### src/rtl/rr_mux_arbiter_pkg.sv
// Shared helpers for the round-robin mux arbiter: pointer sizing and the
// elaboration-time index width check.
package rr_mux_arbiter_pkg;

   function automatic int ptr_width(input int size);
      return (size > 1) ? $clog2(size) : 1;
   endfunction

   function automatic bit index_width_ok(input int size, input int index_width);
      return index_width >= ptr_width(size);
   endfunction

endpackage

### src/rtl/rr_mux_arbiter_if.sv
// Handshake bundle for the arbiter: SIZE elastic producers in, data and
// index elastic channels out.
interface rr_mux_arbiter_if #(
   parameter int SIZE        = 2,
   parameter int DATA_WIDTH  = 32,
   parameter int INDEX_WIDTH = 1
);
   import rr_mux_arbiter_pkg::*;

   logic [SIZE*DATA_WIDTH-1:0] ins;
   logic [SIZE-1:0]            ins_valid;
   logic [SIZE-1:0]            ins_ready;
   logic [DATA_WIDTH-1:0]      outs;
   logic                       outs_valid;
   logic                       outs_ready;
   logic [INDEX_WIDTH-1:0]     index;
   logic                       index_valid;
   logic                       index_ready;

   modport master (
      output ins, ins_valid, outs_ready, index_ready,
      input  ins_ready, outs, outs_valid, index, index_valid
   );

   modport slave (
      input  ins, ins_valid, outs_ready, index_ready,
      output ins_ready, outs, outs_valid, index, index_valid
   );
endinterface

### src/rtl/rr_mux_arbiter_rr_arbiter.sv
// Rotating-priority picker: scans requests starting at ptr and advances ptr
// past the winner whenever a grant is actually taken.
module rr_arbiter
   import rr_mux_arbiter_pkg::*;
#(
   parameter  int SIZE  = 2,
   localparam int PTR_W = ptr_width(SIZE)
) (
   input  logic             clk,
   input  logic             rst,
   input  logic [SIZE-1:0]  req,
   input  logic             grant_en,
   output logic [SIZE-1:0]  grant,
   output logic [PTR_W-1:0] grant_idx,
   output logic             grant_any
);

   logic [PTR_W-1:0] ptr;
   logic             found;
   int               cand;

   function automatic logic [PTR_W-1:0] next_ptr(input logic [PTR_W-1:0] idx);
      if (int'(idx) >= SIZE - 1) return '0;
      return idx + 1'b1;
   endfunction

   always_comb begin
      grant_idx = '0;
      found     = 1'b0;
      cand      = 0;
      for (int k = 0; k < SIZE; k++) begin
         cand = int'(ptr) + k;
         if (cand >= SIZE) cand = cand - SIZE;
         if (!found && req[cand]) begin
            found     = 1'b1;
            grant_idx = PTR_W'(cand);
         end
      end
      grant_any = found;
      grant     = (grant_en && found) ? (SIZE'(1) << grant_idx) : '0;
   end

   always_ff @(posedge clk or posedge rst) begin
      if (rst)
         ptr <= '0;
      else if (grant_en && found)
         ptr <= next_ptr(grant_idx);
   end

endmodule

### src/rtl/rr_mux_arbiter.sv
// Round-robin arbiter sharing one registered slot between SIZE producers,
// forking the result into independent data and index channels.
module rr_mux_arbiter
   import rr_mux_arbiter_pkg::*;
#(
   parameter int SIZE        = 2,
   parameter int DATA_WIDTH  = 32,
   parameter int INDEX_WIDTH = 1
) (
   input logic            clk,
   input logic            rst,
   rr_mux_arbiter_if.slave bus
);

   localparam int PTR_W = ptr_width(SIZE);

   if (!index_width_ok(SIZE, INDEX_WIDTH)) begin : g_width_check
      $error("rr_mux_arbiter: INDEX_WIDTH too small for SIZE");
   end

   logic [DATA_WIDTH-1:0]  data_r;
   logic [INDEX_WIDTH-1:0] idx_r;
   logic                   pend_d;
   logic                   pend_i;
   logic                   slot_empty;
   logic                   done_now;
   logic                   load_ok;
   logic [PTR_W-1:0]       grant_idx;
   logic                   grant_any;
   logic [DATA_WIDTH-1:0]  win_data;

   function automatic logic [INDEX_WIDTH-1:0] zext_idx(input logic [PTR_W-1:0] idx);
      return INDEX_WIDTH'(idx);
   endfunction

   assign slot_empty = !pend_d && !pend_i;
   assign done_now   = (!pend_d || bus.outs_ready) && (!pend_i || bus.index_ready);
   assign load_ok    = (slot_empty || done_now) && !rst;
   assign win_data   = bus.ins[int'(grant_idx)*DATA_WIDTH +: DATA_WIDTH];

   rr_arbiter #(.SIZE(SIZE)) u_arb (
      .clk       (clk),
      .rst       (rst),
      .req       (bus.ins_valid),
      .grant_en  (load_ok),
      .grant     (bus.ins_ready),
      .grant_idx (grant_idx),
      .grant_any (grant_any)
   );

   // Each half of the fork retires on its own ready; a fresh load overrides both.
   always_ff @(posedge clk or posedge rst) begin
      if (rst) begin
         data_r <= '0;
         idx_r  <= '0;
         pend_d <= 1'b0;
         pend_i <= 1'b0;
      end else if (load_ok && grant_any) begin
         data_r <= win_data;
         idx_r  <= zext_idx(grant_idx);
         pend_d <= 1'b1;
         pend_i <= 1'b1;
      end else begin
         if (bus.outs_ready)  pend_d <= 1'b0;
         if (bus.index_ready) pend_i <= 1'b0;
      end
   end

   assign bus.outs        = data_r;
   assign bus.outs_valid  = pend_d;
   assign bus.index       = idx_r;
   assign bus.index_valid = pend_i;

endmodule

### src/flat_wrapper.sv
// flat-port wrapper written by rule: the top's interface ports become plain ports
module rr_mux_arbiter_flat import rr_mux_arbiter_pkg::*;
#(
   parameter int SIZE        = 2,
   parameter int DATA_WIDTH  = 32,
   parameter int INDEX_WIDTH = 1
)
  (clk, rst, bus_ins, bus_ins_valid, bus_outs_ready, bus_index_ready, bus_ins_ready, bus_outs, bus_outs_valid, bus_index, bus_index_valid);
  rr_mux_arbiter_if #(.SIZE(SIZE), .DATA_WIDTH(DATA_WIDTH), .INDEX_WIDTH(INDEX_WIDTH)) bus_i ();
  input logic clk;
  input logic rst;
  input wire logic [$bits(bus_i.ins)-1:0] bus_ins;
  input wire logic [$bits(bus_i.ins_valid)-1:0] bus_ins_valid;
  input wire logic [$bits(bus_i.outs_ready)-1:0] bus_outs_ready;
  input wire logic [$bits(bus_i.index_ready)-1:0] bus_index_ready;
  output wire logic [$bits(bus_i.ins_ready)-1:0] bus_ins_ready;
  output wire logic [$bits(bus_i.outs)-1:0] bus_outs;
  output wire logic [$bits(bus_i.outs_valid)-1:0] bus_outs_valid;
  output wire logic [$bits(bus_i.index)-1:0] bus_index;
  output wire logic [$bits(bus_i.index_valid)-1:0] bus_index_valid;
  assign bus_i.ins = bus_ins;
  assign bus_i.ins_valid = bus_ins_valid;
  assign bus_i.outs_ready = bus_outs_ready;
  assign bus_i.index_ready = bus_index_ready;
  assign bus_ins_ready = bus_i.ins_ready;
  assign bus_outs = bus_i.outs;
  assign bus_outs_valid = bus_i.outs_valid;
  assign bus_index = bus_i.index;
  assign bus_index_valid = bus_i.index_valid;
  rr_mux_arbiter #(.SIZE(SIZE), .DATA_WIDTH(DATA_WIDTH), .INDEX_WIDTH(INDEX_WIDTH)) u_core (.clk(clk), .rst(rst), .bus(bus_i));
endmodule
### config.mk
export PLATFORM = sky130hd
export DESIGN_NAME = rr_mux_arbiter_flat
export DESIGN_NICKNAME = d
export VERILOG_FILES = /design/src/rtl/rr_mux_arbiter_pkg.sv /design/src/rtl/rr_mux_arbiter_if.sv /design/src/rtl/rr_mux_arbiter_rr_arbiter.sv /design/src/rtl/rr_mux_arbiter.sv /design/src/flat_wrapper.sv
export SDC_FILE = /design/constraint.sdc
export NUM_CORES = 1
export LEC_CHECK = 0
export ABC_AREA = 1
export BUFFER_PORTS_ARGS = -buffer_cell sky130_fd_sc_hd__buf_4
export CAP_MARGIN = 20
export CORE_ASPECT_RATIO = 0.75
export CORE_UTILIZATION = 41
export DETAILED_ROUTE_END_ITERATION = 8
export PLACE_DENSITY_LB_ADDON = 0.1
export SETUP_SLACK_MARGIN = 0.4
export SYNTH_ARGS = -nofsm -noshare
export SYNTH_HDL_FRONTEND = slang
export SYNTH_HIERARCHICAL = 1
export SYNTH_SLANG_ARGS = --single-unit
### constraint.sdc
create_clock -name clk -period 1.4 [get_ports clk]
set_clock_uncertainty 0.1 [all_clocks]
set_input_delay 0.21 -clock clk [delete_from_list [all_inputs] [get_ports clk]]
set_output_delay 0.21 -clock clk [all_outputs]
set_load 0.02 [all_outputs]
# --- Yosys cells after proc, flatten, opt, wreduce, memory -nomap -nowiden ---
# Index checks and enable logic that the tools add are counted.
op_classes:
  add_sub_neg: 4
  order_cmp: 5
  shift: 2
  mux: 21
  reduce_logical: 14
ops:
  columns: ["cell", "count"]
  rows:
  - ["$lt 32x3->1 const B", 2]
  - ["$mux 32", 2]
  - ["$shiftx 64x7->32", 1]
  - ["$mux 1", 18]
  - ["$logic_and 1x1->1", 5]
  - ["$logic_not 1->1", 4]
  - ["$reduce_bool 2->1", 2]
  - ["$logic_or 1x1->1", 3]
  - ["$sub 1x2->3 const B", 1]
  - ["$sub 2x2->3 const B", 1]
  - ["$add 1x1->2 const B", 1]
  - ["$ge 1x2->1 const B", 1]
  - ["$ge 2x2->1 const B", 1]
  - ["$mux 2", 1]
  - ["$shl 1x1->2 const A", 1]
  - ["$add 1x1->1 const B", 1]
  - ["$ge 1x1->1 const B", 1]
totals:
  register_bits: 36
  in_bits: 70
  out_inout_bits: 37
  wordCells: 51

# --- Longest topological paths before layout ---
depth:
  depth_word: 13
  ltp_mapped: 11
  mapped_depth_nobuf: 9

# --- Cells and area by module ---
# The synthesis kept the hierarchy.
by_module_without_submodules:
  columns: ["mod", "n_inst", "cells_per_inst", "area_per_inst_um2", "seq_area_each_um2"]
  rows:
  - ["rr_mux_arbiter", 1, 262, 1933.1, 875.8]
  - ["rr_arbiter", 1, 16, 82.6, 25.0]

# --- Least setup slack after synthesis ---
# No wires, ideal clock.
synth_timing:
  kind: "reg-to-output"
  from: "register u_core.pend_d, in the netlist u_core/bus.outs_valid"
  to: "output port bus_ins_ready[1]"
  t_arrival_ps: 1301
  t_required_ps: 1090
  setup_slack_ps: -211
  path_stages_with_launch: 7
  n_path_buf: 1
  path_cell_list: "dfrtp_1 nand2_4 buf_2 nand2_1 nor2_1 inv_1 nor2_1"
synth_between:
  elab_chain_len: 7
  elab_cells_between_ends: 8
  cone_classes: "1 x mux; 7 x reduce/logical"
synth_lines:
  columns: ["element", "line_no", "text"]
  rows:
  - ["start: declaration", "rr_mux_arbiter.sv:23", "logic pend_d;"]
  - ["start signal: assignment", "rr_mux_arbiter.sv:56", "pend_d <= 1'b0;"]
  - ["start signal: assignment", "rr_mux_arbiter.sv:61", "pend_d <= 1'b1;"]
  - ["start signal: assignment", "rr_mux_arbiter.sv:64", "if (bus.outs_ready) pend_d <= 1'b0;"]
  - ["$logic_not 1->1 *", "rr_mux_arbiter.sv:36, rr_mux_arbiter.sv:37", null]
  - ["$logic_or 1x1->1", "rr_mux_arbiter.sv:37", "assign done_now = (!pend_d || bus.outs_ready) && (!pend_i || bus.index_ready);"]
  - ["$logic_and 1x1->1", "rr_mux_arbiter.sv:37", null]
  - ["$logic_or 1x1->1 *", "rr_mux_arbiter.sv:38", "assign load_ok = (slot_empty || done_now) && !rst;"]
  - ["$logic_and 1x1->1 *", "rr_mux_arbiter.sv:38", null]
  - ["net u_core.load_ok", "rr_mux_arbiter.sv:27", "logic load_ok;"]
  - ["$logic_and 1x1->1 *", "rr_mux_arbiter_rr_arbiter.sv:40", "grant = (grant_en && found) ? (SIZE'(1) << grant_idx) : '0;"]
  - ["$mux 2 *", "rr_mux_arbiter_rr_arbiter.sv:40", null]
  - ["end: declaration", "flat_wrapper.sv:16", "output wire logic [$bits(bus_i.ins_ready)-1:0] bus_ins_ready;"]
# The timed path passes the listed nets; every way through them passes the cells marked *.

# --- Worst setup path in the final report ---
layout_timing:
  from: "register u_core.pend_i, in the netlist u_core/bus.index_valid"
  to: "output port bus_ins_ready[0]"
layout_between:
  elab_chain_len: 7
  elab_cells_between_ends: 8
  cone_classes: "1 x mux; 7 x reduce/logical"
layout_lines:
  columns: ["element", "line_no", "text"]
  rows:
  - ["start: declaration", "rr_mux_arbiter.sv:24", "logic pend_i;"]
  - ["start signal: assignment", "rr_mux_arbiter.sv:57", "pend_i <= 1'b0;"]
  - ["start signal: assignment", "rr_mux_arbiter.sv:62", "pend_i <= 1'b1;"]
  - ["start signal: assignment", "rr_mux_arbiter.sv:65", "if (bus.index_ready) pend_i <= 1'b0;"]
  - ["$logic_not 1->1 *", "rr_mux_arbiter.sv:36, rr_mux_arbiter.sv:37", null]
  - ["$logic_or 1x1->1", "rr_mux_arbiter.sv:37", null]
  - ["$logic_and 1x1->1", "rr_mux_arbiter.sv:37", null]
  - ["$logic_or 1x1->1 *", "rr_mux_arbiter.sv:38", null]
  - ["$logic_and 1x1->1 *", "rr_mux_arbiter.sv:38", null]
  - ["net u_core.load_ok", "rr_mux_arbiter.sv:27", null]
  - ["$logic_and 1x1->1 *", "rr_mux_arbiter_rr_arbiter.sv:40", null]
  - ["$mux 2 *", "rr_mux_arbiter_rr_arbiter.sv:40", null]
# Marks and branches as above.

==> qor.csv <==
metric,value,unit
number of global-route vias before repair,2338,
critical path launch point type,flip-flop,
Worst Setup End Kind,output port,
area delta synth->final,81.6,%
ys async rst share,1.00,
Worst Hold Class,in2async,
Fmax achieved,581,MHz
Final ANT Viol Nets,0,
pin count of the biggest net entering global routing,36,
Worst Path Buf+Inv,3,
fin crit period,1720,ps
worst slew pin tran,448,ps
GR Util All Layers,0.266,
share of post-route cells with drive strength above 1,0.493,
CTS sink cnt,36,
grt total ovfl,0,
DR pass1 iterations,6,
max_cap viols,0,
H-tree depth,2,
ranking of synthesized cells by area,"dfrtp_1 (45%), nand2_1 (30%), nand4_1 (10%)",
Cell variety after synth,16,
# diodes,0,
pre-CTS setup slack,-19.1,ps
final design area excluding fillers,0.00366,mm2
Final WS setup,-321,ps
RSZ-0062 raised after global routing,true,
number of flops mapped to enable cells by yosys,0,
VDD IR max,0.000690,V
Leakage,2.07,nW
Slew HR,0.702,
Setup TNS,-3930,ps
via count,2467,
Power Density,1240,mW/mm2
drt via density,5.07,
Initial Utilization,0.438,
Final Non-Filler Cells,487,
CP max stage delay,410,ps
DIE AREA,0.00520,mm2
CTS buffer count,5,
initial antenna violation count,0,
largest fanout on the critical path,2,
# DRC,0,
DIE HEIGHT,62.7,um
"CP delay by family, top",simple AND/OR/NAND/NOR gates,
failing checks,setup timing,
fin util,0.796,
register bit total from synthesis,36,
crit path kind,reg2out,
Syn. warnings,6,
post-synth top area cell,dfrtp_1,
HPWL Detailed,3980,um
CTS tree,done,
first-pass GRT wire length,11200,um
Final nets,500,
Worst Path Required,1090,ps
crit path cell chain,nand2_2 > nand2_2 > nor2_2 > inv_2 > nor2_1 > nand2_1 > inv_2 > buf_6,
Mapped Cells,278,
Root Buffer Master,clkbuf_8,
initial DRC count,94,
status,"complete, but fails checks",
Die X,83.0,um
core footprint,0.00460,mm2
"Data arrival, critical path",1410,ps
Mapped Area,0.00202,mm2
Wirelength per Cell,14.6,um
Area after DPL,0.00290,mm2
"Reg clk slew, reported paths",70,ps
fin crit share,1.23,
PortBufs,106,
GPL Wtd Cong,0.779,
"Clk Latency, worst-skew pair",280,ps
final slew viol count,0,
Bufs on Longest Clock Path,2,
slowest CP cell,dfrtp_2,
ys flop type,dfrtp_1,
DP Cell Count,436,
final WL,7100,um
top cell type's share of synthesized area,0.447,
final hold vios,0,
count of final setup violators,39,
syn nets,348,
sequential share of the synthesized area,0.447,
I/O Pins,107,
Rows,21,
mean post-synth cell area,7.25,um2
-- what timing repair did --
action                                 in CTS  in global routing
pin swaps                                   5                  7
setup endpoints to repair                  73                 73
cloned                                      4                  0
gates resized for setup                    66                 14
hold buffers                                1                  0
setup buffers                              22                 17
endpoints found under the hold margin       1                  0
-- flip-flops by register name, summed over array words and instances, names as in the netlist --
| signal | cells |
|---|---|
| u_core/bus.index | 1 |
| u_core/bus.index_valid | 1 |
| u_core/bus.outs | 32 |
| u_core/bus.outs_valid | 1 |
| u_core/u_arb/ptr | 1 |
-- where the power goes --
group / internal (W) / switching [W] / total (W)
Sequential: 0.00130 / 0.000208 / 0.00151
Combinational: 0.00125 / 0.00108 / 0.00233
Clock: 0.000338 / 0.000354 / 0.000692
Total: 0.00289 / 0.00164 / 0.00453
-- stage by stage --
| step | hold WS (ps) | total power [W] |
|---|---|---|
| 5_1_grt | 34.8 | 0.00476 |
| 3_3_place_gp | 2.49 | 0.00304 |
| 2_1_floorplan | -161 | 0.00237 |
| 6_report | 2.84 | 0.00453 |
| 4_1_cts | 3.88 | 0.00428 |
| 3_5_place_dp | 5.17 | 0.00306 |
-- synthesized netlist by cell type (2+ instances only) --
| library cell | n |
|---|---|
| buf_2 | 12 |
| buf_4 | 5 |
| buf_6 | 2 |
| dfrtp_1 | 36 |
| inv_1 | 8 |
| nand2_1 | 162 |
| nand2_2 | 9 |
| nand4_1 | 33 |
| nor2_1 | 4 |
-- cells by family after synthesis --
family,count (synthesis),synth area share
DFF,36,0.447
and+or+nand+nor,210,0.456
AOI/OAI and AO/OA,2,0.0106
buffers and inverters,30,0.0869
-- cell usage in the layout, fill, tap and decap left out, drive strengths merged --
cell,n
o21ai,1
clkbuf,6
nor2,4
inv,10
dfrtp,36
clkinv,1
nand2,172
a21oi,1
nand4,34
dlygate4sd3,1
buf,164
-- per-layer routing --
layer	track usage	vias up	wire length, um
met3	0.0687	24	498
met4	0.0841	0	150
met1	0.356	1146	3040
met5	0	-	0
met2	0.422	112	3410
li1	-	1185	-
-- path summary, 6_finish.rpt --
| path | start | endpoint | slack (ps) | cells after the start |
|---|---|---|---|---|
| worst max-delay path | u_core/bus.index_valid | bus_ins_ready[0] | -320 | 8 |
| worst min-delay path | rst | u_core/bus.outs[30] | 3 | 3 |
| worst max register to register | u_core/bus.outs_valid | u_core/bus.outs[1] | -180 | 10 |
| worst min register to register | u_core/bus.outs[25] | u_core/bus.outs[25] | 410 | 2 |
| max in group asynchronous | rst | u_core/u_arb/ptr | 820 | 3 |
| min in group clk | bus_ins[3] | u_core/bus.outs[3] | 160 | 5 |
-- worst min-delay path: stages --
cell and delay, ps:
buf_4 150, inv_4 60, buf_4 390
-- cell type report --
cell class / count / area, um2
flip-flops and latches: 36 / 903
fillers: 316 / 937
well taps: 57 / 71.3
multi-input cells: 212 / 997
clock inverters: 1 / 5.00
clock buffers: 6 / 72.6
inverters: 10 / 47.5
repair buffers: 165 / 1560
No activity file was read; power rests on OpenSTA's default activity.
